File: src/rtl/aes_pkg.sv
// Shared AES-128 key-schedule constants: Rcon table, FSM encoding, round count and block width.
package aes_pkg;

  localparam int AES_NR      = 10;
  localparam int AES_BLOCK_W = 128;

  typedef enum logic {
    IDLE = 1'b0,
    GEN  = 1'b1
  } key_state_t;

  // Rcon indexed by round number 1..10; other indices are never used in GEN.
  function automatic logic [7:0] get_rcon(input logic [3:0] rnd);
    logic [7:0] rc;
    case (rnd)
      4'd1:    rc = 8'h01;
      4'd2:    rc = 8'h02;
      4'd3:    rc = 8'h04;
      4'd4:    rc = 8'h08;
      4'd5:    rc = 8'h10;
      4'd6:    rc = 8'h20;
      4'd7:    rc = 8'h40;
      4'd8:    rc = 8'h80;
      4'd9:    rc = 8'h1b;
      4'd10:   rc = 8'h36;
      default: rc = 8'h00;
    endcase
    return rc;
  endfunction

endpackage

File: src/rtl/aes_key_round.sv
// One AES-128 key-schedule step; the SubWord result arrives from the shared external S-box.
module aes_key_round
  import aes_pkg::*;
(
  input  logic [AES_BLOCK_W-1:0] prev_key,
  input  logic [31:0]            new_sboxw,
  input  logic [7:0]             rcon,
  output logic [AES_BLOCK_W-1:0] next_key
);

  logic [31:0] t_w;
  logic [31:0] w4, w5, w6, w7;

  assign t_w = new_sboxw ^ {rcon, 24'h0};
  assign w4  = prev_key[127:96] ^ t_w;
  assign w5  = w4 ^ prev_key[95:64];
  assign w6  = w5 ^ prev_key[63:32];
  assign w7  = w6 ^ prev_key[31:0];

  assign next_key = {w4, w5, w6, w7};

endmodule

File: src/rtl/aes_key_mem.sv
// AES-128 round-key memory: expands a cipher key into 11 stored round keys, one per cycle.
// Optional AES_KEY_ZEROIZE_EN adds a zeroize input that wipes all key material.
module aes_key_mem
  import aes_pkg::*;
(
  input  logic                   clk,
  input  logic                   reset,
  input  logic                   init,
`ifdef AES_KEY_ZEROIZE_EN
  input  logic                   zeroize,
`endif
  input  logic [AES_BLOCK_W-1:0] key,
  input  logic [3:0]             round,
  output logic [AES_BLOCK_W-1:0] round_key,
  output logic                   ready,
  output logic [31:0]            sboxw,
  input  logic [31:0]            new_sboxw
);

  key_state_t             state_q, state_d;
  logic [3:0]             ctr_q, ctr_d;
  logic                   ready_q, ready_d;
  logic [AES_BLOCK_W-1:0] work_q, work_d;
  logic [AES_BLOCK_W-1:0] mem_q [0:AES_NR];
  logic [AES_BLOCK_W-1:0] mem_d [0:AES_NR];
  logic [AES_BLOCK_W-1:0] next_key;

  aes_key_round u_round (
    .prev_key  (work_q),
    .new_sboxw (new_sboxw),
    .rcon      (get_rcon(ctr_q)),
    .next_key  (next_key)
  );

  assign sboxw     = {work_q[23:0], work_q[31:24]};
  assign ready     = ready_q;
  assign round_key = (round <= 4'(AES_NR)) ? mem_q[round] : '0;

  always_comb begin
    state_d = state_q;
    ctr_d   = ctr_q;
    ready_d = ready_q;
    work_d  = work_q;
    mem_d   = mem_q;
    // init restarts expansion from any state, including mid-GEN.
    if (init) begin
      mem_d[0] = key;
      work_d   = key;
      ctr_d    = 4'd1;
      ready_d  = 1'b0;
      state_d  = GEN;
    end else if (state_q == GEN) begin
      mem_d[ctr_q] = next_key;
      work_d       = next_key;
      ctr_d        = ctr_q + 4'd1;
      if (ctr_q == 4'(AES_NR)) begin
        state_d = IDLE;
        ready_d = 1'b1;
      end
    end
`ifdef AES_KEY_ZEROIZE_EN
    // Zeroize overrides everything above, including a simultaneous init.
    if (zeroize) begin
      for (int i = 0; i <= AES_NR; i++) mem_d[i] = '0;
      work_d  = '0;
      ctr_d   = 4'd0;
      ready_d = 1'b0;
      state_d = IDLE;
    end
`endif
  end

  always_ff @(posedge clk or negedge reset) begin
    if (!reset) begin
      state_q <= IDLE;
      ctr_q   <= 4'd0;
      ready_q <= 1'b1;
      work_q  <= '0;
      for (int i = 0; i <= AES_NR; i++) mem_q[i] <= '0;
    end else begin
      state_q <= state_d;
      ctr_q   <= ctr_d;
      ready_q <= ready_d;
      work_q  <= work_d;
      for (int i = 0; i <= AES_NR; i++) mem_q[i] <= mem_d[i];
    end
  end

endmodule

File: config.mk
export PLATFORM = sky130hd
export DESIGN_NAME = aes_key_mem
export DESIGN_NICKNAME = d
export VERILOG_FILES = /design/src/rtl/aes_pkg.sv /design/src/rtl/aes_key_round.sv /design/src/rtl/aes_key_mem.sv
export SDC_FILE = /design/constraint.sdc
export NUM_CORES = 2
export LEC_CHECK = 0
export BUFFER_PORTS_ARGS = -buffer_cell sky130_fd_sc_hd__buf_2
export CORE_MARGIN = 1
export CORE_UTILIZATION = 23
export DETAILED_ROUTE_END_ITERATION = 6
export GPL_ROUTABILITY_DRIVEN = 0
export PLACE_DENSITY = 0.38
export SYNTH_ARGS = -nofsm -noshare
export SYNTH_HDL_FRONTEND = slang
export SYNTH_SLANG_ARGS = --single-unit
File: constraint.sdc
create_clock -name clk -period 2.2 [get_ports clk]
set_input_delay 0.22 -clock clk [delete_from_list [all_inputs] [get_ports clk]]
set_output_delay 0.22 -clock clk [all_outputs]
set_load 0.05 [all_outputs]
**Word-level counts from Yosys, hierarchy flattened**

Memory sizes are Yosys's and may differ from the RTL's.
Cells that the tools add are included.

- $add $sub $neg: 1
- Magnitude comparators: 4
- Equality and inequality tests: 1
- Multiplexer cells: 19
- Bitwise logic cells: 8
- Reductions and logical operators: 5

Operators with widths:

| cell | number |
|---|---|
| 1408-bit bitwise mux | 1 |
| 1408-bit 2-to-1 mux | 1 |
| 128-bit 2-to-1 mux | 7 |
| 128-bit binary-select mux with 4-bit select | 1 |
| 128-bit demux with 4-bit select | 1 |
| 32-bit XOR | 5 |
| 5-bit >= comparator (second input constant) | 2 |
| 4-bit NOT with 5-bit output | 2 |
| 4-bit 2-to-1 mux | 2 |
| 1-bit 2-to-1 mux | 6 |
| 5-bit by 1-bit less-than comparator with 1-bit output (second input constant) | 1 |
| 4-bit by 1-bit adder with 4-bit output (second input constant) | 1 |
| 4-bit equality test (second input constant) | 1 |
| 4-bit <= comparator (second input constant) | 1 |
| 2-bit AND reduction | 2 |
| 2-bit nonzero test | 2 |
| 1-bit logical AND | 1 |
| 1-bit NOT | 1 |

- Flip-flop bits (word level): 1542
- Bits in read-only memories: 128
- Input bits: 167
- Output and inout port bits: 161
- Logic and storage cells: 54
- Memories: 1

Memory list:

| name | depth | bits a word | read ports | clocked after memory_dff | wr ports | line | text |
|---|---|---|---|---|---|---|---|
| (name not given) | 16 | 8 | 1 | 0 | 0 | aes_pkg.sv:15 | `case (rnd)` |

**Longest topological paths before layout**

An unclocked memory read counts as a cell.

- Word-level depth: 9
- Gate-level depth with buffers: 9
- Depth with buffers taken out: 7

**By module**

From an unflattened synthesis, not the netlist that was laid out.

- Cell total of the unflattened synthesis: 5404
- Area, all modules: 72812.3 sq um

By module, submodules not included:

| module | times used | cells each | area an instance (sq um) | seq. area each (sq um) |
|---|---|---|---|---|
| aes_key_mem | 1 | 5229 | 71262.1 | 38588.3 |
| aes_key_round | 1 | 175 | 1550.2 | 0.0 |

**Worst setup path after synthesis**

Ideal clock, no wire load.

- Path kind: input-to-output
- Start point: in round[0]
- End point: out round_key[107]
- Arrival time: 2.141 ns
- Data required time: 1.980 ns
- Setup slack: -0.161 ns
- Stages on the path: 7
- Path buffers: 4
- Path through: buf_2 -> buf_2 -> nor2b_1 -> buf_2 -> clkbuf_1 -> a21oi_1 -> o22ai_1

- Cells in the longest elaborated chain, start to end: 5
- Elaborated cells on any way between the ends: 6
- Classes of those cells: order compare (1); mux (4); bitwise (1)

RTL lines:

| what | line | text |
|---|---|---|
| start: declaration | aes_key_mem.sv:13 | `input logic [3:0] round,` |
| 4-bit NOT with 5-bit output (not written as such) | aes_key_mem.sv:37 | `assign round_key = (round <= 4'(AES_NR)) ? mem_q[round] : '0;` |
| 128-bit binary-select mux with 4-bit select | aes_key_mem.sv:37 |  |
| 128-bit 2-to-1 mux (not written as such) (2 in a row) | aes_key_mem.sv:37 |  |
| 128-bit 2-to-1 mux (*) | aes_key_mem.sv:37 |  |
| end: declaration | aes_key_mem.sv:14 | `output logic [AES_BLOCK_W-1:0] round_key,` |

Mark *: on every way between the ends. The rest lies on a longest branch, timed or not. The select of a mux whose other input is x is not followed.

**Final worst setup path**

- Start point: reg mem_q[1336] (netlist bit)
- End point: out round_key[56]

- Cells in the longest elaborated chain, start to end: 4

RTL lines:

| what | line | text |
|---|---|---|
| start: declaration | aes_key_mem.sv:24 | `logic [AES_BLOCK_W-1:0] mem_q [0:AES_NR];` |
| 128-bit binary-select mux with 4-bit select | aes_key_mem.sv:37 |  |
| 128-bit 2-to-1 mux (not written as such) (2 in a row) | aes_key_mem.sv:37 |  |
| 128-bit 2-to-1 mux | aes_key_mem.sv:37 |  |

No other way between the ends. The select of a mux whose other input is x is not followed.

==> reports/results.ini <==
[detailed_routing]
drt-wirelength-per-cell_um=24.56
drt-total-wl_um=282500
dr.pass1.iters=7
drcViolationCount=5
drtIter0Drc=3443
vias=52747
ant_nets=0
post_drt_via_cell_ratio=4.585

[yosys]
netlist_instances=6749
ys_async_sr_fraction_pct=100.0
synth_edf_count=0
synth_compound_area_share_pct=14.08
synth_fp_nets=6922
yosys.area_share.simple_pct=10.14
ys_seq_elements=1542
synthTopCellsByArea=dfrtp_1, o21ai_0, mux4_2
synth_top_area_share_pct=55.13
synth.distinct_cells=51
synthFlopType=dfrtp_1
synth-xor-area-share_pct=3.839
ys_warn_count=0
synth_top_family_by_area=compound AO/OA/AOI/OAI gates
syn_area_per_cell_um2=10.36
netlist_area_um2=69940
synth_fa_ha_area_share_pct=0.1073
synth-seq-area-share_pct=55.17
synth.largest_area_cell=dfrtp_1
synth_mux_area_share_pct=12.57

[power_and_ir_drop]
power_frac_seq_pct=37.4
leakage_nw=40.66
switchingPower_mw=43.54
p_per_area_nw_per_um2=1286
comb_power_share_pct=35.9
ir_drop_mv=0.6304
clock_power_share_pct=26.7
intPower_mw=75.43
swShare_pct=36.60

[global_routing]
grt_max_degree=131
overflow=0
grt_pass1_vias=53208
gr-usage-all-layers_pct=18.24
grt_pass1_wl_um=406000
antenna_found_initial=29

[cts]
numCtsBuffers=192
cts_buffer_depth=4
worstSkewPairLatency_ns=0.87
clock-sinks=1542
cts_tree=yes
path_clk_slew_ns=0.06
cts-root-buf=clkbuf_16
htreeDepth=4

[sta]
period_share_pct=119.9
worstMarginPinSlew_ns=0.9546
finalSetupTns_ns=-39.57
fmax_ghz=0.3790
rsz0062_at_grt=yes
finalClockSkew_ns=0.06796
period_needed_ns=2.639
final.setup.worst_slack_ns=-0.4386
relSlewSlack_pct=36.36
setup_violations=128
drv_slew=0
hold_viol_final=0

[floorplanning]
fp.dieH_um=553.5
pin_count=328
dieArea_um2=306300
initial_core_util_pct=23.10
core_area_um2=302800
num_rows=202
fp.dieW_um=553.5

[placed_design]
placed_area_um2=82780
pre_cts_slack_ns=-0.4122
io_buffers=327
hpwlAfterDp_um=194400

[final_layout]
design_area_um2=92490
layout.nets=7538
final_cell_mix=dfrtp_1, o21ai_0, nand2_1, buf_4, nor2_1
final_common_cell=dfrtp_1
drive_gt1_share_pct=23.87
syn2layout_area_growth_pct=32.23
nFillCells=31029

[status]
status=finished, violations left
violations=design-rule violations, negative setup slack

[setup_path]
crit_family=multiplexers
crit_path_start_kind=flip-flop
path_class=reg2out
worstPathArrival_ns=2.42
rr_worst_depth=7
cp_num_cells=5
r2r-start=work_q[103]
critPathCaptureType=output port
cp.buffers_inverters=2
path_max_fanout=2
r2r-end=mem_q[1287]
rrSetupSlack_ns=0.05
critPathRequiredTime_ns=1.98
cpPeakStageDelay_ns=0.50
slowest_stage=mux4_2
crit_chain=mux4_2 > mux2i_2 > o22ai_2 > buf_6 > buf_8

[min_path]
hold_class=in2reg
holdPathStages=5
hp-start=new_sboxw[28]
whs_endpoint=work_q[92]

[run]
cap_violations=0

cells in the mapped netlist (24+ instances only):
master,n
a21oi_1,224
nor3_1,29
mux4_2,256
nand2_1,1380
buf_2,67
a221oi_1,24
dfrtp_1,1541
xnor3_1,34
buf_1,57
nor2_1,309
xnor2_1,102
o22ai_1,128
nand3_1,27
buf_4,33
o21a_1,24
clkbuf_1,515
inv_1,30
o21ai_0,1415
mux2i_1,282
xor2_1,107
state kept, by name, summed over array words and instances, names as in the netlist:
| signal | cells |
|---|---|
| work_q | 128 |
| ctr_q | 4 |
| ready | 1 |
| mem_q | 1408 |
| state_q | 1 |
what timing repair did:
| item | CTS | global route |
|---|---|---|
| endpoints found under the setup margin | 244 | 311 |
| hold buffers | 165 | 0 |
| endpoints found under the hold margin | 1637 | 0 |
| pin swaps | 91 | 23 |
| gates cloned | 2 | 2 |
| buffers inserted | 22 | 35 |
| resized for setup | 244 | 78 |
worst min-delay path: cells and delay by family:
kind | cells | cell delay, ns
simple gates | 1 | 0.11
buf+inv | 1 | 0.11
xor+xnor | 2 | 0.39
compound gates | 1 | 0.07
routing by layer:
layer | vias up | wire length (um) | GRT usage [%] | share of wire, %
met5 | - | 0 | 0 | 0
met4 | 0 | 10940 | 6.425 | 3.9
met3 | 388 | 9343 | 1.964 | 3.3
met2 | 1037 | 134500 | 30.21 | 48
met1 | 26861 | 127800 | 24.62 | 45
li1 | 24461 | - | - | -
metrics by stage:
step / std cells / total power, mW / hold WS (ns) / utilization, %
final: 11505 / 119.0 / 0.07763 / 30.55
after global routing: 11492 / 125.9 / 0.07680 / 30.54
after CTS: 11444 / 119.5 / 0.02204 / 30.31
after detailed placement: 10928 / 85.43 / 0.1957 / 27.34
after global placement: 10928 / 84.57 / 0.1936 / 27.34
after floorplan: 6749 / 66.33 / -0.07559 / -
worst max-delay path by stage:
| stage | startpoint | endpoint | slack, ns |
|---|---|---|---|
| final | mem_q[1336] | round_key[56] | -0.44 |
| after global routing | mem_q[1336] | round_key[56] | -0.54 |
| after CTS | mem_q[1336] | round_key[56] | -0.50 |
| after detailed placement | round[0] | round_key[46] | -0.41 |
| after global placement | round[0] | round_key[46] | -0.44 |
| after floorplan | round[0] | round_key[117] | 0.03 |
area by class of cell:
class | instances | area, um^2 | area share, %
Sequential cell | 1542 | 38620 | 41.75
Multi-Input combinational cell | 4503 | 30410 | 32.88
Timing Repair Buffer | 1094 | 12080 | 13.06
Clock buffer | 284 | 5683 | 6.144
Tap cell | 3978 | 4977 | 5.381
Clock inverter | 48 | 539.3 | 0.5830
Inverter | 32 | 127.6 | 0.1380
Antenna cell | 24 | 60.06 | 0.06493
logic make-up after synthesis:
group	Yosys count
and+or+nand+nor	1819
muxes	556
DFF	1542
buffers and inverters	705
adders and majority gates	6
AOI/OAI and AO/OA	1873
xor gates and xnor gates	248
power groups by stage:
stage               sequential [mW]  clock (mW)  combinational, mW
CTS                            44.5        32.6               42.3
floorplan                      42.8           0               23.5
finish                         44.5        31.7               42.7
global placement               44.6           0               39.9
global route                   45.8        33.6               46.5
detailed placement             44.9           0               40.5
No activity file was read; power rests on OpenSTA's default activity.
